[config.mk]
export PLATFORM = sky130hd
export DESIGN_NAME = maze_dfs_engine
export DESIGN_NICKNAME = d
export VERILOG_FILES = /design/src/rtl/maze_dfs_engine.sv
export SDC_FILE = /design/constraint.sdc
export NUM_CORES = 1
export LEC_CHECK = 0
export CAP_MARGIN = 25
export CORE_UTILIZATION = 35
export DETAILED_ROUTE_END_ITERATION = 8
export PLACE_DENSITY = 0.52
export SLEW_MARGIN = 20
export SYNTH_ARGS = -nofsm -noshare
export SYNTH_HDL_FRONTEND = slang
export SYNTH_SLANG_ARGS = --single-unit
[constraint.sdc]
create_clock -name clk -period 4.9 [get_ports clk]
set_input_delay 0.735 -clock clk [delete_from_list [all_inputs] [get_ports clk]]
set_output_delay 0.735 -clock clk [all_outputs]
set_load 0.03 [all_outputs]
[src/rtl/maze_dfs_engine.sv]
`default_nettype none
// +--------------------------------------------------------------------------+
// | Module      : maze_dfs_engine                                            |
// | Description : Depth-first maze solver. Walks a 2**ROW_W x 2**COL_W grid  |
// |               held in an external 1-bit memory (1 = wall or visited),    |
// |               keeps the path as a stack of 2-bit directions in an        |
// |               external FWFT stack, and reports done/fail + path length.  |
// | Revision    : 1.0 - initial release                                      |
// +--------------------------------------------------------------------------+
module maze_dfs_engine #(
  parameter int ROW_W    = 4,
  parameter int COL_W    = 4,
  parameter int DEST_ROW = 2**ROW_W-1,
  parameter int DEST_COL = 2**COL_W-1,
  localparam int ADDR_W  = ROW_W + COL_W
) (
  input  logic              clk,
  input  logic              rst,
  input  logic              start,
  input  logic              mem_rdata,
  output logic [ADDR_W-1:0] addr,
  output logic              we,
  input  logic              stk_empty,
  input  logic              stk_full,
  input  logic [1:0]        stk_dout,
  output logic              push,
  output logic              pop,
  output logic [1:0]        din,
  output logic              busy,
  output logic              done,
  output logic              fail,
  output logic [ADDR_W:0]   path_len
);

  // Direction codes, probed in this order.
  localparam logic [1:0] c_dir_up    = 2'd0;
  localparam logic [1:0] c_dir_right = 2'd1;
  localparam logic [1:0] c_dir_down  = 2'd2;
  localparam logic [1:0] c_dir_left  = 2'd3;

  localparam logic [ROW_W-1:0]  c_dest_row = ROW_W'(DEST_ROW);
  localparam logic [COL_W-1:0]  c_dest_col = COL_W'(DEST_COL);
  localparam logic [ROW_W-1:0]  c_last_row = {ROW_W{1'b1}};
  localparam logic [COL_W-1:0]  c_last_col = {COL_W{1'b1}};
  localparam logic [ROW_W-1:0]  c_row_one  = ROW_W'(1);
  localparam logic [COL_W-1:0]  c_col_one  = COL_W'(1);
  localparam logic [ADDR_W:0]   c_len_one  = (ADDR_W+1)'(1);

  typedef enum logic [2:0] {
    S_IDLE      = 3'd0,
    S_CHK0      = 3'd1,
    S_MARK      = 3'd2,
    S_PROBE     = 3'd3,
    S_CHECK     = 3'd4,
    S_BACKTRACK = 3'd5,
    S_DONE      = 3'd6,
    S_FAIL      = 3'd7
  } state_t;

  state_t            r_state;
  logic [ROW_W-1:0]  r_row;
  logic [COL_W-1:0]  r_col;
  logic [1:0]        r_dir;
  logic [ADDR_W-1:0] r_addr;
  logic              r_we;
  logic              r_busy;
  logic              r_done;
  logic              r_fail;
  logic [ADDR_W:0]   r_path_len;

  logic [ROW_W-1:0]  w_nb_row;
  logic [COL_W-1:0]  w_nb_col;
  logic              w_nb_ok;
  logic [ROW_W-1:0]  w_bt_row;
  logic [COL_W-1:0]  w_bt_col;
  logic              w_at_dest;
  logic              w_dir_last;
  logic              w_push;
  logic              w_pop;

  // Neighbour of the current cell in direction r_dir; edges do not wrap.
  always_comb begin
    w_nb_row = r_row;
    w_nb_col = r_col;
    w_nb_ok  = 1'b0;
    case (r_dir)
      c_dir_up: begin
        w_nb_row = r_row - c_row_one;
        w_nb_ok  = (r_row != '0);
      end
      c_dir_right: begin
        w_nb_col = r_col + c_col_one;
        w_nb_ok  = (r_col != c_last_col);
      end
      c_dir_down: begin
        w_nb_row = r_row + c_row_one;
        w_nb_ok  = (r_row != c_last_row);
      end
      default: begin
        w_nb_col = r_col - c_col_one;
        w_nb_ok  = (r_col != '0);
      end
    endcase
  end

  // Cell we came from: one step opposite to the direction on top of the stack.
  always_comb begin
    w_bt_row = r_row;
    w_bt_col = r_col;
    case (stk_dout)
      c_dir_up:    w_bt_row = r_row + c_row_one;
      c_dir_right: w_bt_col = r_col - c_col_one;
      c_dir_down:  w_bt_row = r_row - c_row_one;
      default:     w_bt_col = r_col + c_col_one;
    endcase
  end

  assign w_at_dest  = (r_row == c_dest_row) && (r_col == c_dest_col);
  assign w_dir_last = (r_dir == c_dir_left);

  // Push and pop follow the memory/stack status of the same cycle, so they
  // are decoded from state; they are masked by rst so a reset edge never
  // disturbs the stack.
  assign w_push = (r_state == S_CHECK) && !mem_rdata && !stk_full && !rst;
  assign w_pop  = (r_state == S_BACKTRACK) && !stk_empty && !rst;

  assign push     = w_push;
  assign pop      = w_pop;
  assign din      = w_push ? r_dir : 2'b00;
  assign addr     = r_addr;
  assign we       = r_we;
  assign busy     = r_busy;
  assign done     = r_done;
  assign fail     = r_fail;
  assign path_len = r_path_len;

  // Search controller: state, current cell, probe direction and status.
  always_ff @(posedge clk) begin
    if (rst) begin
      r_state    <= S_IDLE;
      r_row      <= '0;
      r_col      <= '0;
      r_dir      <= '0;
      r_addr     <= '0;
      r_we       <= 1'b0;
      r_busy     <= 1'b0;
      r_done     <= 1'b0;
      r_fail     <= 1'b0;
      r_path_len <= '0;
    end else begin
      r_we <= 1'b0;
      case (r_state)
        S_IDLE, S_DONE, S_FAIL: begin
          if (start) begin
            r_row      <= '0;
            r_col      <= '0;
            r_dir      <= '0;
            r_addr     <= '0;
            r_path_len <= '0;
            r_done     <= 1'b0;
            r_fail     <= 1'b0;
            r_busy     <= 1'b1;
            r_state    <= S_CHK0;
          end
        end

        S_CHK0: begin
          if (mem_rdata) begin
            r_fail  <= 1'b1;
            r_busy  <= 1'b0;
            r_state <= S_FAIL;
          end else begin
            // addr already points at (0,0); mark it during MARK
            r_we    <= 1'b1;
            r_state <= S_MARK;
          end
        end

        S_MARK: begin
          if (w_at_dest) begin
            r_done  <= 1'b1;
            r_busy  <= 1'b0;
            r_state <= S_DONE;
          end else begin
            r_dir   <= c_dir_up;
            r_state <= S_PROBE;
          end
        end

        S_PROBE: begin
          if (w_nb_ok) begin
            r_addr  <= {w_nb_row, w_nb_col};
            r_state <= S_CHECK;
          end else if (!w_dir_last) begin
            r_dir   <= r_dir + 2'd1;
          end else begin
            r_state <= S_BACKTRACK;
          end
        end

        S_CHECK: begin
          if (!mem_rdata) begin
            if (stk_full) begin
              r_fail  <= 1'b1;
              r_busy  <= 1'b0;
              r_state <= S_FAIL;
            end else begin
              // addr still holds the neighbour, which becomes the new cell
              r_row      <= w_nb_row;
              r_col      <= w_nb_col;
              r_path_len <= r_path_len + c_len_one;
              r_we       <= 1'b1;
              r_state    <= S_MARK;
            end
          end else if (!w_dir_last) begin
            r_dir   <= r_dir + 2'd1;
            r_state <= S_PROBE;
          end else begin
            r_state <= S_BACKTRACK;
          end
        end

        S_BACKTRACK: begin
          if (stk_empty) begin
            r_fail  <= 1'b1;
            r_busy  <= 1'b0;
            r_state <= S_FAIL;
          end else begin
            r_row      <= w_bt_row;
            r_col      <= w_bt_col;
            r_path_len <= r_path_len - c_len_one;
            // A left step exhausts the parent too, so keep unwinding.
            if (stk_dout != c_dir_left) begin
              r_dir   <= stk_dout + 2'd1;
              r_state <= S_PROBE;
            end
          end
        end

        default: begin
          r_busy  <= 1'b0;
          r_state <= S_IDLE;
        end
      endcase
    end
  end

endmodule
`default_nettype wire

==> results of run 1 <==
## synthesized netlist by cell type, types with 2 or more instances
library cell  instances
xor2_1                4
o2111ai_1             2
a21o_1                4
o31ai_1               3
a21oi_1              27
buf_2                 9
clkbuf_1              9
a22oi_1               2
a22o_1                2
mux2i_1               7
nand2_1              29
nor4b_1               3
inv_1                12
nor3_1                8
a221oi_1              2
ha_1                 17
mux2_2                3
o22ai_1               3
nor4_1                3
nor3b_1               2
o211ai_1              5
o21ai_0              18
o2bb2ai_1             4
nor2b_1               6
o221a_2               2
o41ai_1               2
and2_1                4
o21bai_1              2
nand2b_1             12
nand3b_1              7
a31oi_1               2
nand3_1              10
a32o_1                2
dfxtp_1              34
a211oi_1              7
xnor2_1               6
or2_2                 2
buf_4                 4
or3_1                14
nor2_1               27
## power groups by stage
stage	logic, mW	registers, mW	clock network (mW)
after floorplan	0.552	0.387	0
after global placement	0.703	0.408	0
after detailed placement	0.703	0.408	0
after CTS	0.708	0.402	0.227
after global routing	0.783	0.413	0.237
final	0.712	0.403	0.215
## layer usage
layer,share of wire,vias to the layer above
li1,-,1333
met1,0.49,1266
met2,0.46,65
met3,0.043,5
met4,0.0095,0
met5,0,-
## final cells by class
| type | instances | share of cell area |
|---|---|---|
| multi-input combinational | 283 | 0.602 |
| timing repair buffer | 34 | 0.105 |
| clock buffer | 6 | 0.0258 |
| tap | 102 | 0.0399 |
| sequential | 34 | 0.213 |
| inverter | 12 | 0.0141 |
## through the flow
step	util	std cells
6_report	0.416	471
5_1_grt	0.416	471
4_1_cts	0.416	471
3_5_place_dp	0.405	465
3_3_place_gp	0.405	465
2_1_floorplan	-	351
## cell families (layout without fill, tap and decap cells)
family | after synthesis | count (layout) | share of synthesized area
compound gates | 105 | 105 | 0.265
xor+xnor | 10 | 10 | 0.0317
fa+ha+maj | 18 | 18 | 0.0843
buf+inv | 34 | 52 | 0.0558
flops | 34 | 34 | 0.247
mux | 10 | 10 | 0.0376
simple gates | 140 | 140 | 0.279
## worst max path at each step
stage	cells past startpoint	to	slack, ps
2_1_floorplan	3	din[0]	1740
3_3_place_gp	4	din[0]	1180
5_1_grt	4	din[0]	810
6_report	4	din[1]	1020
4_1_cts	4	din[1]	1000
3_5_place_dp	4	din[1]	1200
## flip-flops by register name (all words and copies together), names as in the netlist
name and cells:
busy 1, addr 8, r_state 3, we 1, r_col 4, r_dir 2
fail 1, r_row 4, path_len 9, done 1
## critical path: stages, from the launching register on
cell and delay [ps]:
dfxtp_1 780, or3b_1 590, nor4_1 610, and2_1 220, clkdlybuf4s50_1 660
==> qor.json, run 1 <==
{
  "status": {"value": "complete, no violations"},
  "insertion_delay": {"value": 290, "unit": "ps"},
  "port_buf_inserts": {"value": 32},
  "net-switching-power": {"value": 0.619, "unit": "mW"},
  "mostFrequentLayoutCells": {"value": "dfxtp_1, clkdlybuf4s50_1, nand2_1, a21oi_1, nor2_1"},
  "route.antenna.remaining_nets": {"value": 0},
  "die_height": {"value": 90.8, "unit": "um"},
  "report.power.total": {"value": 1.33, "unit": "mW"},
  "number_of_cells_traversed_by_the_worst_hold_path": {"value": 1},
  "design.final.nets": {"value": 396},
  "wp_data_arrival": {"value": 3150, "unit": "ps"},
  "synth.yosys.seq_area_share": {"value": 0.247},
  "synth.top_cells.by_area": {"value": "dfxtp_1, ha_1, a21oi_1"},
  "cts_setup_buffers": {"value": 0},
  "synthesized_cell_area": {"value": 2760, "unit": "um2"},
  "placement.setup.worst_slack": {"value": 1200, "unit": "ps"},
  "mostFrequentLayoutCell": {"value": "dfxtp_1"},
  "cell_area_after_layout": {"value": 3200, "unit": "um2"},
  "final-hold-violation-count": {"value": 0},
  "cts_buffer_depth": {"value": 2},
  "initial_antenna_violation_count": {"value": 0},
  "grt.met2_usage": {"value": 0.311},
  "power_density_cells": {"value": 416, "unit": "nW/um2"},
  "cts_hold_buffers": {"value": 0},
  "fp-row-count": {"value": 32},
  "drive_gt1_frac": {"value": 0.0623},
  "flops_latches_synth": {"value": 34},
  "antennaDiodeCount": {"value": 0},
  "hold_path.class": {"value": "flip-flop to flip-flop"},
  "synthesis.area_per_instance": {"value": 7.86, "unit": "um2"},
  "switching_share": {"value": 0.465},
  "clockPowerShare": {"value": 0.162},
  "whs_endpoint": {"value": "addr[5]$_SDFFE_PP0P_"},
  "multi_input_logic_area": {"value": 1930, "unit": "um2"},
  "busiest_layer": {"value": "met2"},
  "combPwrFrac": {"value": 0.535},
  "fmax": {"value": 258, "unit": "MHz"},
  "via_count": {"value": 2669},
  "register_area": {"value": 681, "unit": "um2"},
  "average_wire_per_cell_in_the_routed_design": {"value": 16.5, "unit": "um"},
  "post_drt_via_cell_ratio": {"value": 5.67},
  "holdWs": {"value": 462, "unit": "ps"},
  "grt_pass1_vias": {"value": 2473},
  "r2r.worst_path.cells": {"value": 9},
  "intPower": {"value": 0.711, "unit": "mW"},
  "timing.final.setup_violations": {"value": 0},
  "asyncSetResetFlopFracSynth": {"value": 0},
  "numCtsBuffers": {"value": 5},
  "total_negative_setup_slacks": {"value": 0, "unit": "ps"},
  "global_route.overflow_total": {"value": 0},
  "synthesized_instance_count": {"value": 351},
  "yosysWarningCount": {"value": 0},
  "area_growth_syn_to_fin": {"value": 15.8, "unit": "%"},
  "globalplace.congestion": {"value": 0.827},
  "start_util": {"value": 0.359},
  "drt-pass1-iter-count": {"value": 5},
  "placedInstanceArea": {"value": 3110, "unit": "um2"},
  "post-route-min-period": {"value": 3880, "unit": "ps"},
  "synth.distinct_cells": {"value": 70},
  "hpwlAfterDp": {"value": 5660, "unit": "um"},
  "first_pass_grt_wire_length": {"value": 12900, "unit": "um"},
  "critical_path_required": {"value": 4160, "unit": "ps"},
  "worst_case_register_to_register_setup_slack": {"value": 1610, "unit": "ps"},
  "startpoint": {"value": "r_state[2]$_SDFFE_PP0P_"},
  "layout_worst_path_cycle_share": {"value": 0.792},
  "globalRouteTotalUtil": {"value": 0.195},
  "unrepaired_setup_endpoints_after_global_routing": {"value": "no"},
  "postSynthNetCount": {"value": 377},
  "post_cts_resize_count": {"value": 0},
  "root_buffer": {"value": "clkbuf_8"},
  "setup_ws": {"value": 1020, "unit": "ps"},
  "synth_flop_cell": {"value": "dfxtp_1"},
  "p_leak": {"value": 1.17, "unit": "nW"},
  "timing.max_cap.violations": {"value": 0},
  "min_from": {"value": "addr[5]$_SDFFE_PP0P_"},
  "drcViolationCount": {"value": 0},
  "worst_setup_path_type": {"value": "flip-flop to output port"},
  "tightest_slew": {"value": 1050, "unit": "ps"},
  "cts.clk_slew.worst_paths": {"value": 70, "unit": "ps"},
  "num_io_pins": {"value": 33},
  "grt_use_met3": {"value": 0.0328},
  "groute.layer.met1.usage": {"value": 0.272},
  "yosysTopAreaCellShare": {"value": 0.247},
  "fp.dieArea": {"value": 8250, "unit": "um2"},
  "cts_tree": {"value": "built"},
  "r2r_end": {"value": "path_len[8]$_SDFFE_PP0P_"},
  "sequentialPowerShare": {"value": 0.303},
  "core_area": {"value": 7690, "unit": "um2"},
  "synth-edff-count": {"value": 0},
  "fillers": {"value": 812},
  "detail_route.iter0.violations": {"value": 129},
  "horizontal_die_dimension": {"value": 90.8, "unit": "um"},
  "crit_path_start_kind": {"value": "flip-flop"},
  "grt_start_max_net_pins": {"value": 38},
  "drt_wl_total": {"value": 7790, "unit": "um"},
  "cts_htree_levels": {"value": 2},
  "r2r-start": {"value": "r_state[2]$_SDFFE_PP0P_"},
  "vdd_drop_max": {"value": 0.136, "unit": "mV"},
  "clock-skew-final": {"value": 7.78, "unit": "ps"},
  "synth_top_cell_by_area": {"value": "dfxtp_1"},
  "maxSlewViolCount": {"value": 0},
  "endpoint_kind": {"value": "output port"},
  "clock-sinks": {"value": 34},
  "slew_headroom": {"value": 0.295},
  "timing.critical_path.fanout_max": {"value": 25}
}
(Power assumes the default switching activity.)
==> run 2: changes to the inputs <==
==> constraint.sdc (replaced) <==
create_clock -name clk -period 3.96 [get_ports clk]
set_input_delay 0.594 -clock clk [delete_from_list [all_inputs] [get_ports clk]]
set_output_delay 0.594 -clock clk [all_outputs]
set_load 0.03 [all_outputs]
==> run 2 against run 1 <==
Register-to-register slack got worse by 540 ps. Clock power grew 32%. Setup slack worse by 330 ps. Utilization rose by 0.50 points. Wire length increased by 3.4%. Power is 26% higher. Worst hold slack improved by 3.5 ps. Clock skew is 3.0 ps lower. Critical path depth is 1 higher. Sequential share of layout area down 0.26 points.
==> qor.json, run 2 (same netlist as run 1, synthesis figures left out) <==
{
  "largest_reg_flops": {"value": 9},
  "r2r-start": {"value": "r_state[1]$_SDFFE_PP0P_"},
  "drive_gt1_frac": {"value": 0.0747},
  "average_wire_per_cell_in_the_routed_design": {"value": 16.9, "unit": "um"},
  "worst_setup_path_type": {"value": "flip-flop to output port"},
  "path_buf_inv": {"value": 2},
  "drt_wl_total": {"value": 8060, "unit": "um"},
  "initial_antenna_violation_count": {"value": 0},
  "grt_start_max_net_pins": {"value": 37},
  "worst_case_register_to_register_setup_slack": {"value": 1070, "unit": "ps"},
  "area_growth_syn_to_fin": {"value": 17.2, "unit": "%"},
  "crit_cells": {"value": 5},
  "sequentialPowerShare": {"value": 0.279},
  "grt_pass1_vias": {"value": 2540},
  "port_buf_inserts": {"value": 32},
  "cts_setup_buffers": {"value": 0},
  "worst_path_dominant_cell_family": {"value": "simple AND/OR/NAND/NOR gates"},
  "endpoint": {"value": "din[0]"},
  "combPwrFrac": {"value": 0.553},
  "clock-sinks": {"value": 34},
  "drcViolationCount": {"value": 0},
  "die_height": {"value": 90.8, "unit": "um"},
  "timing.final.setup_violations": {"value": 0},
  "unrepaired_setup_endpoints_after_global_routing": {"value": "no"},
  "insertion_delay": {"value": 290, "unit": "ps"},
  "root_buffer": {"value": "clkbuf_8"},
  "globalRouteTotalUtil": {"value": 0.202},
  "status": {"value": "complete, no violations"},
  "net-switching-power": {"value": 0.779, "unit": "mW"},
  "final-hold-violation-count": {"value": 0},
  "design.final.nets": {"value": 400},
  "cts_hold_buffers": {"value": 0},
  "intPower": {"value": 0.902, "unit": "mW"},
  "tightest_slew": {"value": 887, "unit": "ps"},
  "crit_path_start_kind": {"value": "flip-flop"},
  "vdd_drop_max": {"value": 0.136, "unit": "mV"},
  "startpoint": {"value": "r_state[1]$_SDFFE_PP0P_"},
  "mostFrequentLayoutCells": {"value": "dfxtp_1, clkdlybuf4s50_1, nand2_1, a21oi_1, nor2_1"},
  "global_route.overflow_total": {"value": 0},
  "cts_htree_levels": {"value": 2},
  "fp.dieArea": {"value": 8250, "unit": "um2"},
  "core_area": {"value": 7690, "unit": "um2"},
  "via_count": {"value": 2727},
  "numCtsBuffers": {"value": 5},
  "route.antenna.remaining_nets": {"value": 0},
  "slew_headroom": {"value": 0.403},
  "fmax": {"value": 305, "unit": "MHz"},
  "crit_chain": {"value": "or3b_1 -> nor4_1 -> buf_4 -> and2_1 -> clkdlybuf4s50_1"},
  "maxSlewViolCount": {"value": 0},
  "clockPowerShare": {"value": 0.168},
  "detail_route.iter0.violations": {"value": 111},
  "wp_data_arrival": {"value": 2680, "unit": "ps"},
  "drt-pass1-iter-count": {"value": 5},
  "mostFrequentLayoutCell": {"value": "dfxtp_1"},
  "power_density_cells": {"value": 519, "unit": "nW/um2"},
  "timing.critical_path.slowest_stage_cell": {"value": "clkdlybuf4s50_1"},
  "horizontal_die_dimension": {"value": 90.8, "unit": "um"},
  "first_pass_grt_wire_length": {"value": 13300, "unit": "um"},
  "r2r.worst_path.cells": {"value": 9},
  "start_util": {"value": 0.359},
  "total_negative_setup_slacks": {"value": 0, "unit": "ps"},
  "globalplace.congestion": {"value": 0.835},
  "fp-row-count": {"value": 32},
  "antennaDiodeCount": {"value": 0},
  "p_leak": {"value": 1.19, "unit": "nW"},
  "cts.clk_slew.worst_paths": {"value": 80, "unit": "ps"},
  "timing.max_cap.violations": {"value": 0},
  "layout_worst_path_cycle_share": {"value": 0.827},
  "cts_buffer_depth": {"value": 2},
  "holdWs": {"value": 466, "unit": "ps"},
  "clock-skew-final": {"value": 4.78, "unit": "ps"},
  "endpoint_kind": {"value": "output port"},
  "post-route-min-period": {"value": 3280, "unit": "ps"},
  "critical_path_required": {"value": 3370, "unit": "ps"},
  "hpwlAfterDp": {"value": 5830, "unit": "um"},
  "num_io_pins": {"value": 33},
  "post_cts_resize_count": {"value": 0},
  "cts_tree": {"value": "built"},
  "timing.critical_path.fanout_max": {"value": 22},
  "cp_slowest_stage_delay": {"value": 660, "unit": "ps"},
  "hold_path.class": {"value": "flip-flop to flip-flop"},
  "post_drt_via_cell_ratio": {"value": 5.72},
  "r2r_end": {"value": "path_len[8]$_SDFFE_PP0P_"},
  "switching_share": {"value": 0.464}
}
-- run 2: worst min path at each step --
stage                                      from               endpoint  slack [ps]  depth (start not counted)
after CTS                  addr[1]$_SDFFE_PP0P_   addr[1]$_SDFFE_PP0P_         470                          1
final                      addr[1]$_SDFFE_PP0P_   addr[1]$_SDFFE_PP0P_         470                          1
after floorplan           r_col[3]$_SDFFE_PP0P_  r_col[3]$_SDFFE_PP0P_         510                          2
after global placement     addr[6]$_SDFFE_PP0P_   addr[6]$_SDFFE_PP0P_         450                          1
after global routing       addr[1]$_SDFFE_PP0P_   addr[1]$_SDFFE_PP0P_         500                          1
after detailed placement   addr[6]$_SDFFE_PP0P_   addr[6]$_SDFFE_PP0P_         450                          1
-- run 2: through the flow --
stage	instance area [um2]	std cells	setup WS, ps	util	power, mW
final	3240	477	684	0.421	1.68
after global routing	3240	477	539	0.421	1.81
after global placement	3140	468	889	0.408	1.38
after detailed placement	3140	468	859	0.408	1.39
after CTS	3230	476	711	0.420	1.67
after floorplan	2760	351	965	-	1.16
-- run 2: power groups by stage --
stage,clock network (mW),logic [mW],registers (mW)
after floorplan,0,0.683,0.479
after global placement,0,0.903,0.475
after detailed placement,0,0.910,0.476
after CTS,0.289,0.916,0.467
after global routing,0.308,1.02,0.480
final,0.283,0.930,0.468
-- run 2: cell type report --
type                       count  area, um2
sequential                    34        681
tap                          102        128
timing repair buffer          38        365
clock buffer                   7       86.3
multi-input combinational    283       1930
fill                         802       4450
clock inverter                 1       5.00
inverter                      12       45.0
-- run 2: per-layer routing --
metal / vias to the layer above / part of all wire / global-route usage
met2: 63 / 0.45 / 0.316
li1: 1345 / - / -
met4: 0 / 0.015 / 0.0556
met1: 1306 / 0.50 / 0.286
met5: - / 0 / 0
met3: 13 / 0.037 / 0.0320
